[src/rtl/key_ctrl.sv]
// key_ctrl: four-button debouncer driving chase direction, speed and run/pause.
// Each key is synchronized, sampled on a slow prescaler tick and debounced by a
// small per-key FSM; accepted presses become one-clk pulses that update controls.
module key_ctrl #(
  parameter int unsigned DIV_EXP = 14,
  parameter int unsigned DB_CNT  = 8
) (
  input  logic       clk,
  input  logic       reset,
  input  logic [3:0] key_in,
  output logic [3:0] key_pulse,
  output logic       dir,
  output logic [1:0] speed,
  output logic       run
);

  localparam int unsigned NKEY  = 4;
  localparam int unsigned CNT_W = 4;
  // The sample that causes entry into a CHK state is sample 1, so the counter
  // tracks the extra samples seen; the last qualifying sample arrives at DB_CNT-2.
  localparam logic [CNT_W-1:0] CNT_LAST = CNT_W'(DB_CNT - 2);
  localparam logic [CNT_W-1:0] CNT_SAT  = CNT_W'(DB_CNT);

  typedef enum logic [1:0] {
    IDLE  = 2'd0,
    CHK_P = 2'd1,
    HELD  = 2'd2,
    CHK_R = 2'd3
  } db_state_t;

  logic [NKEY-1:0]    r_sync1;
  logic [NKEY-1:0]    r_sync2;
  logic [DIV_EXP-1:0] r_div;
  logic               w_tick;
  db_state_t          r_state [NKEY];
  logic [CNT_W-1:0]   r_cnt   [NKEY];
  logic [NKEY-1:0]    r_pulse;
  logic               r_dir;
  logic [1:0]         r_speed;
  logic               r_run;

  // Two-flop synchronizer for the raw button levels
  always_ff @(posedge clk or negedge reset) begin
    if (!reset) begin
      r_sync1 <= '0;
      r_sync2 <= '0;
    end else begin
      r_sync1 <= key_in;
      r_sync2 <= r_sync1;
    end
  end

  // Free-running prescaler; tick coincides with the all-ones to zero wrap
  always_ff @(posedge clk or negedge reset) begin
    if (!reset) begin
      r_div <= '0;
    end else begin
      r_div <= r_div + DIV_EXP'(1);
    end
  end

  assign w_tick = &r_div;

  // Per-key debounce FSM with sample counter; pulse only on CHK_P -> HELD
  always_ff @(posedge clk or negedge reset) begin
    if (!reset) begin
      for (int i = 0; i < NKEY; i++) begin
        r_state[i] <= IDLE;
        r_cnt[i]   <= '0;
      end
      r_pulse <= '0;
    end else begin
      r_pulse <= '0;
      if (w_tick) begin
        for (int i = 0; i < NKEY; i++) begin
          case (r_state[i])
            IDLE: begin
              if (r_sync2[i]) begin
                r_state[i] <= CHK_P;
                r_cnt[i]   <= '0;
              end
            end
            CHK_P: begin
              if (!r_sync2[i]) begin
                r_state[i] <= IDLE;
                r_cnt[i]   <= '0;
              end else if (r_cnt[i] >= CNT_LAST) begin
                r_state[i] <= HELD;
                r_cnt[i]   <= '0;
                r_pulse[i] <= 1'b1;
              end else if (r_cnt[i] != CNT_SAT) begin
                r_cnt[i] <= r_cnt[i] + CNT_W'(1);
              end
            end
            HELD: begin
              if (!r_sync2[i]) begin
                r_state[i] <= CHK_R;
                r_cnt[i]   <= '0;
              end
            end
            CHK_R: begin
              if (r_sync2[i]) begin
                r_state[i] <= HELD;
                r_cnt[i]   <= '0;
              end else if (r_cnt[i] >= CNT_LAST) begin
                r_state[i] <= IDLE;
                r_cnt[i]   <= '0;
              end else if (r_cnt[i] != CNT_SAT) begin
                r_cnt[i] <= r_cnt[i] + CNT_W'(1);
              end
            end
            default: begin
              r_state[i] <= IDLE;
              r_cnt[i]   <= '0;
            end
          endcase
        end
      end
    end
  end

  // Control registers updated from the accepted-press pulses
  always_ff @(posedge clk or negedge reset) begin
    if (!reset) begin
      r_dir   <= 1'b0;
      r_speed <= 2'd0;
      r_run   <= 1'b1;
    end else begin
      if (r_pulse[0]) begin
        r_dir <= ~r_dir;
      end
      if (r_pulse[3]) begin
        r_run <= ~r_run;
      end
      // Up and down together cancel
      if (r_pulse[1] && !r_pulse[2] && (r_speed != 2'd3)) begin
        r_speed <= r_speed + 2'd1;
      end else if (r_pulse[2] && !r_pulse[1] && (r_speed != 2'd0)) begin
        r_speed <= r_speed - 2'd1;
      end
    end
  end

  assign key_pulse = r_pulse;
  assign dir       = r_dir;
  assign speed     = r_speed;
  assign run       = r_run;

endmodule

[config.mk]
export PLATFORM = sky130hd
export DESIGN_NAME = key_ctrl
export DESIGN_NICKNAME = d
export VERILOG_FILES = /design/src/rtl/key_ctrl.sv
export SDC_FILE = /design/constraint.sdc
export NUM_CORES = 1
export LEC_CHECK = 0
export ABC_CLOCK_PERIOD_IN_PS = 4850
export BUFFER_PORTS_ARGS = -buffer_cell sky130_fd_sc_hd__clkbuf_2
export CAP_MARGIN = 20
export CELL_PAD_IN_SITES_DETAIL_PLACEMENT = 0
export CELL_PAD_IN_SITES_GLOBAL_PLACEMENT = 2
export CORE_MARGIN = 2
export CORE_UTILIZATION = 40
export CTS_BUF_LIST = sky130_fd_sc_hd__clkbuf_4 sky130_fd_sc_hd__clkbuf_8
export DETAILED_ROUTE_END_ITERATION = 8
export HOLD_SLACK_MARGIN = 0.02
export PLACE_DENSITY = 0.75
export SLEW_MARGIN = 20
export SYNTH_ARGS = -nofsm -noshare
export SYNTH_HDL_FRONTEND = slang
export SYNTH_SLANG_ARGS = --single-unit
export TNS_END_PERCENT = 1
[constraint.sdc]
create_clock -name clk -period 4.85 [get_ports clk]
set_input_delay 0.97 -clock clk [delete_from_list [all_inputs] [get_ports clk]]
set_output_delay 0.97 -clock clk [all_outputs]
set_load 0.01 [all_outputs]
==> flow_summary.json <==
{
  "status": "finished clean",
  "final_cell_mix": "53 x dfrtp_1, 21 x inv_1, 16 x nand2_1, 16 x o21ai_0",
  "clk_latency_ns": 0.32,
  "synth_xor_area_share_pct": 6.29,
  "fin_cells": 311,
  "firstDrtPassIters": 4,
  "fin_nets": 254,
  "crit_arrival_ns": 2.53,
  "clockRootBuffer": "clkbuf_8",
  "rsz0062_at_grt": "no",
  "rr_worst_depth": 5,
  "critPathLaunchType": "flip-flop",
  "yosysSeqAreaShare_pct": 54.0,
  "ioPinCount": 14,
  "ys_types": 38,
  "min_period_over_period_pct": 47.6,
  "synth_area_leaders": "dfrtp_1 53%, ha_1 6.5%, xor2_1 3.8%",
  "initial_core_util_pct": 41.8,
  "cts_setup_buffers": 0,
  "worst_pin_slew_ns": 0.757,
  "cpPeakStageDelay_ns": 0.71,
  "syn_area_mm2": 0.00250,
  "grt_max_degree": 55,
  "path_cells": "ha_1 -> nand3_4 -> nor4_1 -> o21ai_0 -> o31ai_1",
  "vias_per_cell": 5.11,
  "clock-sinks": 54,
  "final_common_cell": "dfrtp_1",
  "relSlewSlack_pct": 49.0,
  "drt_iter0_markers": 61,
  "utilization_pct": 45.9,
  "finalCriticalPeriod_ns": 2.31,
  "grt_pass1_wl_mm": 7.33,
  "finClkSkew_ns": 0.0107,
  "grt_pass1_vias": 1643,
  "synth_top_family_by_area": "simple AND/OR/NAND/NOR gates",
  "cp_max_fo": 8,
  "synthMuxAreaShare_pct": 0.899,
  "synth.net_count": 235,
  "irDropWorstVdd_mv": 0.176,
  "finalHoldViolCount": 0,
  "core_area_mm2": 0.00599,
  "vias": 1588,
  "hold_path.class": "flip-flop to flip-flop",
  "drv_cap": 0,
  "clk_path_buf_depth": 2,
  "place.gp.congestion": 0.763,
  "wl_per_cell_um": 13.6,
  "grtUsageTotal_pct": 13.2,
  "cts_tree": "built",
  "ant_nets": 0,
  "place.detailed.hpwl_mm": 2.95,
  "rows": 28,
  "antennaDiodeCount": 0,
  "fin_setup_tns_ns": 0,
  "grt-ovfl-total": 0,
  "final_layout_size_suffix_gt1_share_pct": 15.7,
  "ys_ff_latch": 54,
  "cts_resized": 0,
  "die_area_mm2": 0.00691,
  "place_inst": 303,
  "die_x_um": 83.1,
  "clk_pin_slew_worst_paths_ns": 0.11,
  "required_ns": 5.07,
  "setup_viol": 0,
  "antenna_found_initial": 0,
  "synth_compound_area_share_pct": 10.9,
  "remaining_drc_errors": 0,
  "cts_buffers": 5,
  "post-synth-top-area-cell": "dfrtp_1",
  "path_class": "flip-flop to flip-flop",
  "max_clock_freq_mhz": 433,
  "drt-total-wl_mm": 4.22,
  "pre_cts_ws_ns": 2.59,
  "syn_inst": 216,
  "yosysWarnings": 0,
  "cp_slowest_cell": "nor4_1",
  "yosys.area_share.simple_pct": 17.6,
  "powerDensity_mw_per_mm2": 268,
  "holdBufCountCts": 0,
  "synth_top_area_share_pct": 52.9,
  "p_leak_nw": 1.28,
  "dieHeight_um": 83.1,
  "syn_to_final_growth_pct": 9.79,
  "setup_ws_ns": 2.54,
  "critical_path.endpoint_type": "flip-flop",
  "holdWs_ns": 0.363,
  "io_buffers": 13,
  "finalMaxSlewViolations": 0,
  "synth_fa_ha_area_share_pct": 6.49,
  "avgSynthCellArea_um2": 11.6,
  "worstHoldPathCells": 0,
  "htree_levels": 2
}
==> path summary, 6_finish.rpt <==
kind	from	to	slack (ns)
setup / recovery	r_div[0]	r_cnt[13]	2.54
hold / removal	r_sync1[0]	r_sync2[0]	0.36
setup reg to reg	r_div[0]	r_cnt[13]	2.54
hold reg to reg	r_sync1[0]	r_sync2[0]	0.36
max in group asynchronous	reset	r_div[9]	3.64
min in group asynchronous	reset	key_pulse[1]	0.77
==> metrics by stage <==
| stage | power [mW] | area, um^2 |
|---|---|---|
| floorplan | 0.468 | 2500 |
| global placement | 0.480 | 2660 |
| detailed placement | 0.481 | 2660 |
| CTS | 0.747 | 2750 |
| global route | 0.771 | 2750 |
| finish | 0.737 | 2750 |
==> cells in the mapped netlist <==
cell and n:
dfstp_2 1, nor4_4 1, and2_1 5, ha_1 13
nor2_1 10, nand4_1 4, a22oi_1 3, o2bb2ai_1 3
a211oi_1 3, nand2_1 16, xor2_1 11, nand3_4 1
o22ai_1 1, nand2b_1 3, nand3_1 5, and3_1 1
inv_1 21, buf_6 1, o21a_1 4, a32o_1 1
nor4_2 6, o31ai_1 6, nor3b_1 1, nor3_1 3
xnor2_1 7, or4_4 1, nand4bb_1 3, nor4b_2 1
a22o_1 1, mux2_2 2, a21o_1 3, nor2b_1 1
nor4_1 1, or2_2 1, nand4_4 1, buf_2 1
o21ai_0 16, dfrtp_1 53
==> layer usage <==
metal,GRT usage [%],vias up,part of all wire (%)
li1,-,783,-
met5,0,-,0
met4,5.51,0,1.7
met3,3.58,7,3.9
met1,15.7,776,46
met2,22.4,22,48
==> cell families (layout without fill, tap and decap cells) <==
family / Yosys count / count (layout)
multiplexers: 2 / 2
buffers and inverters: 23 / 43
flip-flops: 54 / 54
AO/OA/AOI/OAI: 41 / 41
AND/OR/NAND/NOR: 65 / 65
XOR/XNOR: 18 / 18
adder cells (fa/ha/maj): 13 / 13
==> power by group <==
group | internal (mW) | switching (mW) | total [mW] | leakage (nW)
Clock | 0.107 | 0.160 | 0.267 | 0.0491
Sequential | 0.453 | 0.00181 | 0.455 | 0.718
Combinational | 0.00344 | 0.0122 | 0.0156 | 0.513
Total | 0.563 | 0.174 | 0.737 | 1.28
==> flip-flops by register name (all words and copies together) (netlist names), named ones only <==
register / count
r_sync2: 4
key_pulse: 4
run: 1
speed: 2
r_div: 14
r_sync1: 4
r_state: 4
r_cnt: 16
dir: 1
==> critical path, delay by kind of cell (launching register included) <==
| family | cells | cell delay [ns] |
|---|---|---|
| flip-flops | 1 | 0.41 |
| adder cells (fa/ha/maj) | 1 | 0.25 |
| AND/OR/NAND/NOR | 2 | 0.86 |
| AO/OA/AOI/OAI | 2 | 0.69 |
==> cell type report <==
| type | count | area, um^2 |
|---|---|---|
| clock buffers | 5 | 68.8 |
| flip-flops and latches | 54 | 1350 |
| inverters | 21 | 78.8 |
| clock inverters | 3 | 26.3 |
| well taps | 75 | 93.8 |
| fillers | 566 | 3240 |
| repair buffers | 14 | 72.6 |
| multi-input cells | 139 | 1060 |
Power figures use the tool's default switching activity.
